===== src/rtl/up_pkg.sv =====
`default_nettype none
// ============================================================================
// Module  : up_pkg
// Brief   : Opcodes, phase encoding and instruction-length helper for up_core.
// Revision: 1.0
// ============================================================================
package up_pkg;

    localparam logic [3:0] OP_NOP  = 4'h0;
    localparam logic [3:0] OP_LDI  = 4'h1;
    localparam logic [3:0] OP_ADDI = 4'h2;
    localparam logic [3:0] OP_SUBI = 4'h3;
    localparam logic [3:0] OP_ANDI = 4'h4;
    localparam logic [3:0] OP_ORI  = 4'h5;
    localparam logic [3:0] OP_XORI = 4'h6;
    localparam logic [3:0] OP_IN   = 4'h7;
    localparam logic [3:0] OP_OUT  = 4'h8;
    localparam logic [3:0] OP_LD   = 4'h9;
    localparam logic [3:0] OP_ST   = 4'hA;
    localparam logic [3:0] OP_JMP  = 4'hB;
    localparam logic [3:0] OP_JC   = 4'hC;
    localparam logic [3:0] OP_JZ   = 4'hD;
    localparam logic [3:0] OP_CALL = 4'hE;
    localparam logic [3:0] OP_RET  = 4'hF;

    typedef enum logic {
        PH_FETCH = 1'b0,
        PH_EXEC  = 1'b1
    } phase_e;

    // LD..CALL carry an address word after the opcode word.
    function automatic logic [1:0] instr_len(input logic [3:0] op);
        return ((op >= OP_LD) && (op <= OP_CALL)) ? 2'd2 : 2'd1;
    endfunction

endpackage
`default_nettype wire


===== src/rtl/up_core_param_if.sv =====
`default_nettype none
// ============================================================================
// Module  : up_core_param_if
// Brief   : Program ROM and data RAM bus between the core and its memories.
// Revision: 1.0
// ============================================================================
interface up_core_param_if #(
    parameter int DATA_W = 4,
    parameter int ADDR_W = 12
);
    localparam int INSTR_W = 4 + DATA_W;

    logic [ADDR_W-1:0]  prog_addr;
    logic [INSTR_W-1:0] prog_data;
    logic [ADDR_W-1:0]  ram_addr;
    logic [DATA_W-1:0]  ram_wdata;
    logic [DATA_W-1:0]  ram_rdata;
    logic               ram_cs;
    logic               ram_we;

    modport master (
        output prog_addr,
        input  prog_data,
        output ram_addr,
        output ram_wdata,
        input  ram_rdata,
        output ram_cs,
        output ram_we
    );

    modport slave (
        input  prog_addr,
        output prog_data,
        input  ram_addr,
        input  ram_wdata,
        output ram_rdata,
        input  ram_cs,
        input  ram_we
    );
endinterface
`default_nettype wire


===== src/rtl/up_ret_stack.sv =====
`default_nettype none
// ============================================================================
// Module  : up_ret_stack
// Brief   : DEPTH x WIDTH LIFO holding CALL return addresses.
// Revision: 1.0
// ============================================================================
module up_ret_stack #(
    parameter int DEPTH = 4,
    parameter int WIDTH = 12
) (
    input  wire logic             clk,
    input  wire logic             rst_n,
    input  wire logic             push,
    input  wire logic             pop,
    input  wire logic [WIDTH-1:0] din,
    output logic      [WIDTH-1:0] dout,
    output logic                  full,
    output logic                  empty
);
    localparam int SP_W  = $clog2(DEPTH + 1);
    localparam int IDX_W = (DEPTH > 1) ? $clog2(DEPTH) : 1;

    logic [SP_W-1:0]  r_sp;
    logic [WIDTH-1:0] r_mem [2**IDX_W];
    logic [IDX_W-1:0] w_wr_idx;
    logic [IDX_W-1:0] w_rd_idx;

    // r_sp counts entries; the top of stack lives one below it.
    assign w_wr_idx = IDX_W'(r_sp);
    assign w_rd_idx = IDX_W'(r_sp - SP_W'(1));
    assign full     = (r_sp == SP_W'(DEPTH));
    assign empty    = (r_sp == '0);
    assign dout     = r_mem[w_rd_idx];

    always_ff @(posedge clk or negedge rst_n) begin
        if (!rst_n) begin
            r_sp <= '0;
        end else if (push && !full) begin
            r_sp <= r_sp + SP_W'(1);
        end else if (pop && !empty) begin
            r_sp <= r_sp - SP_W'(1);
        end
    end

    always_ff @(posedge clk) begin
        if (push && !full) begin
            r_mem[w_wr_idx] <= din;
        end
    end

endmodule
`default_nettype wire


===== src/rtl/up_core_param.sv =====
`default_nettype none
// ============================================================================
// Module  : up_core_param
// Brief   : Two-phase accumulator core with CALL/RET return stack.
// Revision: 1.0
// ============================================================================
module up_core_param
    import up_pkg::*;
#(
    parameter int DATA_W      = 4,
    parameter int ADDR_W      = 12,
    parameter int STACK_DEPTH = 4
) (
    input  wire logic              clk,
    input  wire logic              rst_n,
    input  wire logic              ena,
    up_core_param_if.master        bus,
    input  wire logic [DATA_W-1:0] in_port,
    output logic      [DATA_W-1:0] out_port,
    output logic                   phase,
    output logic                   c_flag,
    output logic                   z_flag,
    output logic                   stack_err
);
    localparam int INSTR_W = 4 + DATA_W;
    localparam int TGT_W   = DATA_W + INSTR_W;

    generate
        if ((ADDR_W > TGT_W) || (ADDR_W < 1) || (STACK_DEPTH < 1)) begin : g_bad_params
            $error("up_core_param: illegal ADDR_W or STACK_DEPTH");
        end
    endgenerate

    phase_e            r_phase;
    logic [ADDR_W-1:0] r_pc;
    logic [3:0]        r_instr;
    logic [DATA_W-1:0] r_oprnd;
    logic [DATA_W-1:0] r_acc;
    logic [DATA_W-1:0] r_out;
    logic              r_c;
    logic              r_z;
    logic              r_err;

    logic [TGT_W-1:0]  w_target_full;
    logic [ADDR_W-1:0] w_target;
    logic [ADDR_W-1:0] w_pc_inc;
    logic [DATA_W:0]   w_add;
    logic [DATA_W:0]   w_sub;
    logic              w_exec;
    logic              w_push;
    logic              w_pop;
    logic              w_full;
    logic              w_empty;
    logic [ADDR_W-1:0] w_stack_top;

    // During Execute prog_data already shows the address word.
    assign w_target_full = {r_oprnd, bus.prog_data};
    assign w_target      = w_target_full[ADDR_W-1:0];
    assign w_pc_inc      = r_pc + ADDR_W'(1);
    assign w_add         = {1'b0, r_acc} + {1'b0, r_oprnd};
    assign w_sub         = {1'b0, r_acc} - {1'b0, r_oprnd};
    assign w_exec        = ena && (r_phase == PH_EXEC);
    assign w_push        = w_exec && (r_instr == OP_CALL) && !w_full;
    assign w_pop         = w_exec && (r_instr == OP_RET) && !w_empty;

    up_ret_stack #(
        .DEPTH (STACK_DEPTH),
        .WIDTH (ADDR_W)
    ) u_ret_stack (
        .clk   (clk),
        .rst_n (rst_n),
        .push  (w_push),
        .pop   (w_pop),
        .din   (w_pc_inc),
        .dout  (w_stack_top),
        .full  (w_full),
        .empty (w_empty)
    );

    always_ff @(posedge clk or negedge rst_n) begin
        if (!rst_n) begin
            r_phase <= PH_FETCH;
            r_pc    <= '0;
            r_instr <= OP_NOP;
            r_oprnd <= '0;
            r_acc   <= '0;
            r_out   <= '0;
            r_c     <= 1'b0;
            r_z     <= 1'b0;
            r_err   <= 1'b0;
        end else if (ena) begin
            if (r_phase == PH_FETCH) begin
                r_instr <= bus.prog_data[INSTR_W-1:DATA_W];
                r_oprnd <= bus.prog_data[DATA_W-1:0];
                r_pc    <= w_pc_inc;
                r_phase <= PH_EXEC;
            end else begin
                r_phase <= PH_FETCH;
                // Two-word instructions skip the address word unless they branch.
                if (instr_len(r_instr) == 2'd2) begin
                    r_pc <= w_pc_inc;
                end
                case (r_instr)
                    OP_LDI: begin
                        r_acc <= r_oprnd;
                        r_z   <= (r_oprnd == '0);
                    end
                    OP_ADDI: begin
                        r_acc <= w_add[DATA_W-1:0];
                        r_c   <= w_add[DATA_W];
                        r_z   <= (w_add[DATA_W-1:0] == '0);
                    end
                    OP_SUBI: begin
                        r_acc <= w_sub[DATA_W-1:0];
                        r_c   <= w_sub[DATA_W];
                        r_z   <= (w_sub[DATA_W-1:0] == '0);
                    end
                    OP_ANDI: begin
                        r_acc <= r_acc & r_oprnd;
                        r_c   <= 1'b0;
                        r_z   <= ((r_acc & r_oprnd) == '0);
                    end
                    OP_ORI: begin
                        r_acc <= r_acc | r_oprnd;
                        r_c   <= 1'b0;
                        r_z   <= ((r_acc | r_oprnd) == '0);
                    end
                    OP_XORI: begin
                        r_acc <= r_acc ^ r_oprnd;
                        r_c   <= 1'b0;
                        r_z   <= ((r_acc ^ r_oprnd) == '0);
                    end
                    OP_IN: begin
                        r_acc <= in_port;
                        r_z   <= (in_port == '0);
                    end
                    OP_OUT: r_out <= r_acc;
                    OP_LD: begin
                        r_acc <= bus.ram_rdata;
                        r_z   <= (bus.ram_rdata == '0);
                    end
                    OP_JMP: r_pc <= w_target;
                    OP_JC: begin
                        if (r_c) r_pc <= w_target;
                    end
                    OP_JZ: begin
                        if (r_z) r_pc <= w_target;
                    end
                    OP_CALL: begin
                        r_pc <= w_target;
                        if (w_full) r_err <= 1'b1;
                    end
                    OP_RET: begin
                        if (w_empty) r_err <= 1'b1;
                        else         r_pc  <= w_stack_top;
                    end
                    default: ;
                endcase
            end
        end
    end

    assign bus.prog_addr = r_pc;
    assign bus.ram_addr  = w_target;
    assign bus.ram_wdata = r_acc;
    assign bus.ram_cs    = w_exec && ((r_instr == OP_LD) || (r_instr == OP_ST));
    assign bus.ram_we    = w_exec && (r_instr == OP_ST);
    assign out_port      = r_out;
    assign phase         = r_phase;
    assign c_flag        = r_c;
    assign z_flag        = r_z;
    assign stack_err     = r_err;

endmodule
`default_nettype wire


===== src/flat_wrapper.sv =====
// flat-port wrapper written by rule: the top's interface ports become plain ports
module up_core_param_flat import up_pkg::*;
#(
    parameter int DATA_W      = 4,
    parameter int ADDR_W      = 12,
    parameter int STACK_DEPTH = 4
)
  (clk, rst_n, ena, in_port, out_port, phase, c_flag, z_flag, stack_err, bus_prog_addr, bus_prog_data, bus_ram_addr, bus_ram_wdata, bus_ram_rdata, bus_ram_cs, bus_ram_we);
  up_core_param_if #(.DATA_W(DATA_W), .ADDR_W(ADDR_W)) bus_i ();
  input  wire logic clk;
  input  wire logic rst_n;
  input  wire logic ena;
  input  wire logic [DATA_W-1:0] in_port;
  output logic      [DATA_W-1:0] out_port;
  output logic phase;
  output logic c_flag;
  output logic z_flag;
  output logic stack_err;
  output wire logic [$bits(bus_i.prog_addr)-1:0] bus_prog_addr;
  input wire logic [$bits(bus_i.prog_data)-1:0] bus_prog_data;
  output wire logic [$bits(bus_i.ram_addr)-1:0] bus_ram_addr;
  output wire logic [$bits(bus_i.ram_wdata)-1:0] bus_ram_wdata;
  input wire logic [$bits(bus_i.ram_rdata)-1:0] bus_ram_rdata;
  output wire logic [$bits(bus_i.ram_cs)-1:0] bus_ram_cs;
  output wire logic [$bits(bus_i.ram_we)-1:0] bus_ram_we;
  assign bus_prog_addr = bus_i.prog_addr;
  assign bus_i.prog_data = bus_prog_data;
  assign bus_ram_addr = bus_i.ram_addr;
  assign bus_ram_wdata = bus_i.ram_wdata;
  assign bus_i.ram_rdata = bus_ram_rdata;
  assign bus_ram_cs = bus_i.ram_cs;
  assign bus_ram_we = bus_i.ram_we;
  up_core_param #(.DATA_W(DATA_W), .ADDR_W(ADDR_W), .STACK_DEPTH(STACK_DEPTH)) u_core (.clk(clk), .rst_n(rst_n), .ena(ena), .bus(bus_i), .in_port(in_port), .out_port(out_port), .phase(phase), .c_flag(c_flag), .z_flag(z_flag), .stack_err(stack_err));
endmodule

===== config.mk =====
export PLATFORM = sky130hd
export DESIGN_NAME = up_core_param_flat
export DESIGN_NICKNAME = d
export VERILOG_FILES = /design/src/rtl/up_pkg.sv /design/src/rtl/up_core_param_if.sv /design/src/rtl/up_ret_stack.sv /design/src/rtl/up_core_param.sv /design/src/flat_wrapper.sv
export SDC_FILE = /design/constraint.sdc
export NUM_CORES = 1
export LEC_CHECK = 0
export ABC_AREA = 1
export CORE_UTILIZATION = 62
export DETAILED_ROUTE_END_ITERATION = 8
export PLACE_DENSITY = 0.87
export RECOVER_POWER = 100
export SLEW_MARGIN = 0
export SYNTH_ARGS = -nofsm -noshare
export SYNTH_HDL_FRONTEND = slang
export SYNTH_SLANG_ARGS = --single-unit

===== constraint.sdc =====
create_clock -name clk -period 6.1 [get_ports clk]
set_clock_uncertainty 0.1 [all_clocks]
set_input_delay 1.22 -clock clk [delete_from_list [all_inputs] [get_ports clk]]
set_output_delay 1.22 -clock clk [all_outputs]
set_load 0.03 [all_outputs]

Word-level counts from Yosys, hierarchy flattened. Memory sizes are Yosys's and may differ from the RTL's. Index checks and enable logic that the tools add are counted.

Equal/unequal tests: 19. Order comparisons: 2. Multiplexer cells: 18. Bitwise logic cells: 4. Add/sub/neg operators: 5. Reductions and logical operators: 33.

Operator list (count): 12-bit two-way mux (5); 12-bit one-hot mux with 4 select lines (1); 4-bit == test (second input constant) (8); 4-bit zero test (8); 4-bit one-hot mux with 8 select lines (1); 4-bit by 3-bit == test with 1-bit output (second input constant) (4); 12-bit by 1-bit adder with 12-bit output (second input constant) (1); 1-bit logical AND (10); 3-bit AND reduction (3); 4-bit by 2-bit == test with 1-bit output (second input constant) (2); 1-bit one-hot mux with 8 select lines (1); 8-bit nonzero test (1); 3-bit two-way mux (2); 4-bit by 4-bit adder with 5-bit output (1); 1-bit two-way mux (5); 5-bit AND reduction (1); 4-bit by 4-bit subtractor with 5-bit output (1); 4-bit AND (1); 4-bit by 1-bit == test with 1-bit output (second input constant) (1); 4-bit >= comparator (second input constant) (1); 4-bit <= comparator (second input constant) (1); 2-bit by 1-bit inequality test with 1-bit output (second input constant) (2); 4-bit bitwise OR (1); 2-bit nonzero test (2); other kinds (16) (17).

Memories kept: 1. Register bits after elaboration: 35. Input port bits: 19. RAM bits: 48. Logic and storage cells: 92.

Memory list: u_core.u_ret_stack.r_mem (depth 4, bits a word 12, read ports 1, clocked after Yosys merged registers in 0, wr ports 1, RTL line up_ret_stack.sv:24) `logic [WIDTH-1:0] r_mem [2**IDX_W];`.

Depth between registers and ports, before layout.
Word-level depth: 8. Depth in mapped cells: 14.

Cells and area by module. Synthesis repeated with hierarchy kept, for this count alone.

Cell total of the unflattened synthesis: 704. Area, all modules: 5273.8 sq um.

Modules (own cells, without submodules): up_core_param (cells each 517, area each 3031.7 sq um, instances 1); up_ret_stack (cells each 187, area each 2242.2 sq um, instances 1).

Worst setup path after synthesis. Ideal clock, no wire load.

Kind: input to output. From: input port ena. To: output port bus_ram_we. Path buffers: 0. Arrival time: 2097 ps. Data required time: 4780 ps. Cell stages on the path: 2. Setup slack: 2683 ps. Cells stage by stage: nand2_1 nor3_1.

Longest elaborated chain between the ends: 2.

Ends and longest elaborated chain: start: declaration (RTL line flat_wrapper.sv:12) `input wire logic ena;`; 1-bit logical AND (RTL line up_core_param.sv:62) `assign w_exec = ena && (r_phase == PH_EXEC);`; 1-bit logical AND (RTL line up_core_param.sv:167) `assign bus.ram_we = w_exec && (r_instr == OP_ST);`; end: declaration (RTL line flat_wrapper.sv:25) `output wire logic [$bits(bus_i.ram_we)-1:0] bus_ram_we;`.

No other way between the ends.

Final worst setup path.
From: input port ena. To: output port bus_ram_cs.

Longest elaborated chain between the ends: 2.

Ends and longest elaborated chain: 1-bit logical AND (RTL line up_core_param.sv:62); 1-bit logical AND (RTL line up_core_param.sv:166) `assign bus.ram_cs = w_exec && ((r_instr == OP_LD) || (r_instr == OP_ST));`; end: declaration (RTL line flat_wrapper.sv:24) `output wire logic [$bits(bus_i.ram_cs)-1:0] bus_ram_cs;`.

No other way between the ends.

==> results.py <==
metrics = {
    "critical_path": {
        "cpPeakStageDelay_ns": 0.85,
        "slowest_stage": "dlygate4sd3_1",
        "path_cells": "dlygate4sd3_1 -> nand2_1 -> nor2_1 -> o21ai_0 -> inv_1 -> dlygate4sd3_1",
        "cp_max_fo": 12,
        "required_ns": 4.78,
        "start_kind": "input pin",
        "worst-setup-path-type": "in2out",
        "critPathCaptureType": "output pin",
        "cp_common_cell": "dlygate4sd3_1",
        "worstPathArrival_ns": 3.47,
        "r2r-start": "u_core.u_ret_stack.r_sp[0]",
        "crit_start": "ena",
    },
    "die": {
        "die_h_um": 93.6,
        "core_mm2": 0.00818,
        "dieArea_mm2": 0.00876,
        "io-pin-count": 57,
        "start_util_pct": 63.6,
        "num_rows": 33,
        "die_x_um": 93.6,
    },
    "drt": {
        "drc": 0,
        "wl_um": 14200,
        "routed_via_density": 5.75,
        "first_iter_violations": 506,
        "ant_nets": 0,
        "wl_per_cell_um": 17.1,
        "routed-via-count": 4803,
        "firstDrtPassIters": 6,
    },
    "synthesis": {
        "ys.warnings.count": 0,
        "ys_types": 37,
        "ys_seq_elements": 83,
        "synth.avg_cell_area_um2": 7.68,
        "syn_inst": 677,
        "syn_nets": 716,
        "synth_top_cell_area_share_pct": 27.7,
        "syn_area_mm2": 0.00520,
        "synth_largest_area_cell": "edfxtp_1",
        "synth_area_leaders": "edfxtp_1 28%, dfrtp_1 17%, nand2_1 16%, nand3_1 5.9%, inv_1 5.3%",
        "synth-seq-area-share_pct": 44.6,
    },
    "cts": {
        "cts_resized": 0,
        "clkLatencyLatePin_ns": 0.37,
        "post_cts_buffers": 0,
        "cts_made_buffers": 9,
        "cts_root_buffer": "clkbuf_8",
        "clk_pin_slew_ns": 0.08,
        "cts_buffer_depth": 2,
        "htreeDepth": 3,
        "cts.sinks": 83,
        "cts_hold_buf": 0,
        "cts_tree": "built",
    },
    "outcome": {
        "violations": "max-capacitance violations, max-slew violations",
        "outcome": "complete, but fails checks",
    },
    "placement": {
        "dp_hpwl_um": 10800,
        "port-buffer-count": 56,
        "gp_congestion": 0.930,
    },
    "min_path": {
        "min_path_type": "reg2reg",
        "min-delay-start": "u_core.out_port[1]",
    },
    "power": {
        "ir_worst_vdd_mv": 0.240,
        "powerDensity_mw_per_mm2": 442,
        "p_leak_uw": 0.00275,
    },
    "grt": {
        "busiest_layer": "met2",
        "grt_overflow": 0,
        "grt_use_met3_pct": 5.37,
        "grt_use_met1_pct": 47.8,
        "antenna_found_initial": 0,
        "grt_pass1_wl_um": 22900,
        "grt_pass1_vias": 4664,
        "grt_start_max_net_pins": 36,
        "track_usage_pct": 35.2,
        "grtUsageMet2_pct": 56.3,
    },
    "final_layout": {
        "drive_gt1_share_pct": 7.12,
        "n_antenna_cell": 0,
        "mostFrequentLayoutCells": "226 x nand2_1, 74 x inv_1, 65 x nor2_1",
        "area_delta_synth_final_pct": 13.4,
        "nets": 764,
        "final_common_cell": "nand2_1",
        "final_util_pct": 72.1,
    },
    "sta": {
        "hold_viol": 0,
        "post-route-min-period_ns": 4.79,
        "period_share_pct": 78.4,
        "fmax_ghz": 0.209,
        "maxSlewViolCount": 36,
        "setup_violations": 0,
        "setup_tns_ns": 0,
        "rsz0062_at_grt": "no",
        "tightest_slew_ns": 2.04,
        "relSlewSlack_pct": -35.8,
    },
    "run": {
        "max_cap_violations": 1,
    },
}
registers in the layout (all words and copies together), names as in the netlist:
register,flops
u_core.c_flag,1
u_core.bus.prog_addr,12
u_core.u_ret_stack.r_mem,48
u_core.u_ret_stack.r_sp,3
u_core.r_oprnd,4
u_core.phase,1
u_core.r_instr,4
u_core.z_flag,1
u_core.out_port,4
u_core.bus.ram_wdata,4
u_core.stack_err,1
worst max-delay path, delay by kind of cell:
kind,cells,cell delay (ns)
AO/OA/AOI/OAI,1,0.10
buffers and inverters,3,1.64
AND/OR/NAND/NOR,2,0.49
path summary, 6_finish.rpt:
kind                       cells after the start  slack [ns]                          to
max in group asynchronous                      1        3.41            u_core.stack_err
min reg2reg                                    2        0.39          u_core.out_port[1]
min                                            2        0.39          u_core.out_port[1]
min in group asynchronous                      1        1.31     u_core.bus.prog_addr[1]
max                                            6        1.31                  bus_ram_cs
max reg2reg                                    9        1.90  u_core.u_ret_stack.r_sp[1]
stage by stage:
stage | hold WS, ns | worst slack (ns) | std cells | power, µW | area (µm²)
floorplan | 0.362 | 2.68 | 677 | 1800 | 5200
detailed placement | 0.381 | 1.40 | 819 | 2260 | 5770
CTS | 0.403 | 1.40 | 835 | 2630 | 5950
finish | 0.394 | 1.31 | 835 | 2610 | 5900
global route | 0.412 | 1.22 | 835 | 2790 | 5900
global placement | 0.369 | 1.48 | 819 | 2220 | 5770
kinds of logic (layout without fill, tap and decap cells):
kind of cell | count (synthesis) | count (layout) | share of synthesized area (%)
and+or+nand+nor | 388 | 388 | 32.4
DFF | 83 | 83 | 44.6
AOI/OAI and AO/OA | 81 | 81 | 9.02
adders and majority gates | 20 | 20 | 5.10
xor gates and xnor gates | 3 | 3 | 0.505
buffers and inverters | 102 | 155 | 8.45
where the power goes:
part           switching [µW]  internal [µW]  leakage [µW]
combinational             921            428       0.00178
clock                     224            154     0.0000886
sequential                148            734      0.000880
synthesized netlist by cell type (all sizes together):
cell / number
inv: 82
dfrtp: 35
a31o: 1
o2111ai: 1
a31oi: 1
o21ai: 45
a21oi: 22
clkbuf: 7
a22oi: 3
or2: 5
nand2: 234
fa: 2
edfxtp: 48
nand4: 7
o22ai: 8
nor3: 4
ha: 18
xor2: 3
and2: 1
nand3: 62
buf: 13
nor2: 75
metal layers:
layer | vias to the layer above | wire, µm
li1 | 2273 | -
met1 | 2249 | 5820
met2 | 249 | 6680
met3 | 32 | 1360
met4 | 0 | 381
met5 | - | 0
final cells by class:
cell class / instances / area [µm²]
clock buffer: 9 / 124
clock inverter: 7 / 57.6
timing repair buffer: 57 / 558
sequential: 83 / 2320
tap: 105 / 131
multi-input combinational: 492 / 2400
fill: 656 / 2280
inverter: 82 / 309
Note: power is estimated with default switching activity, not from simulation.
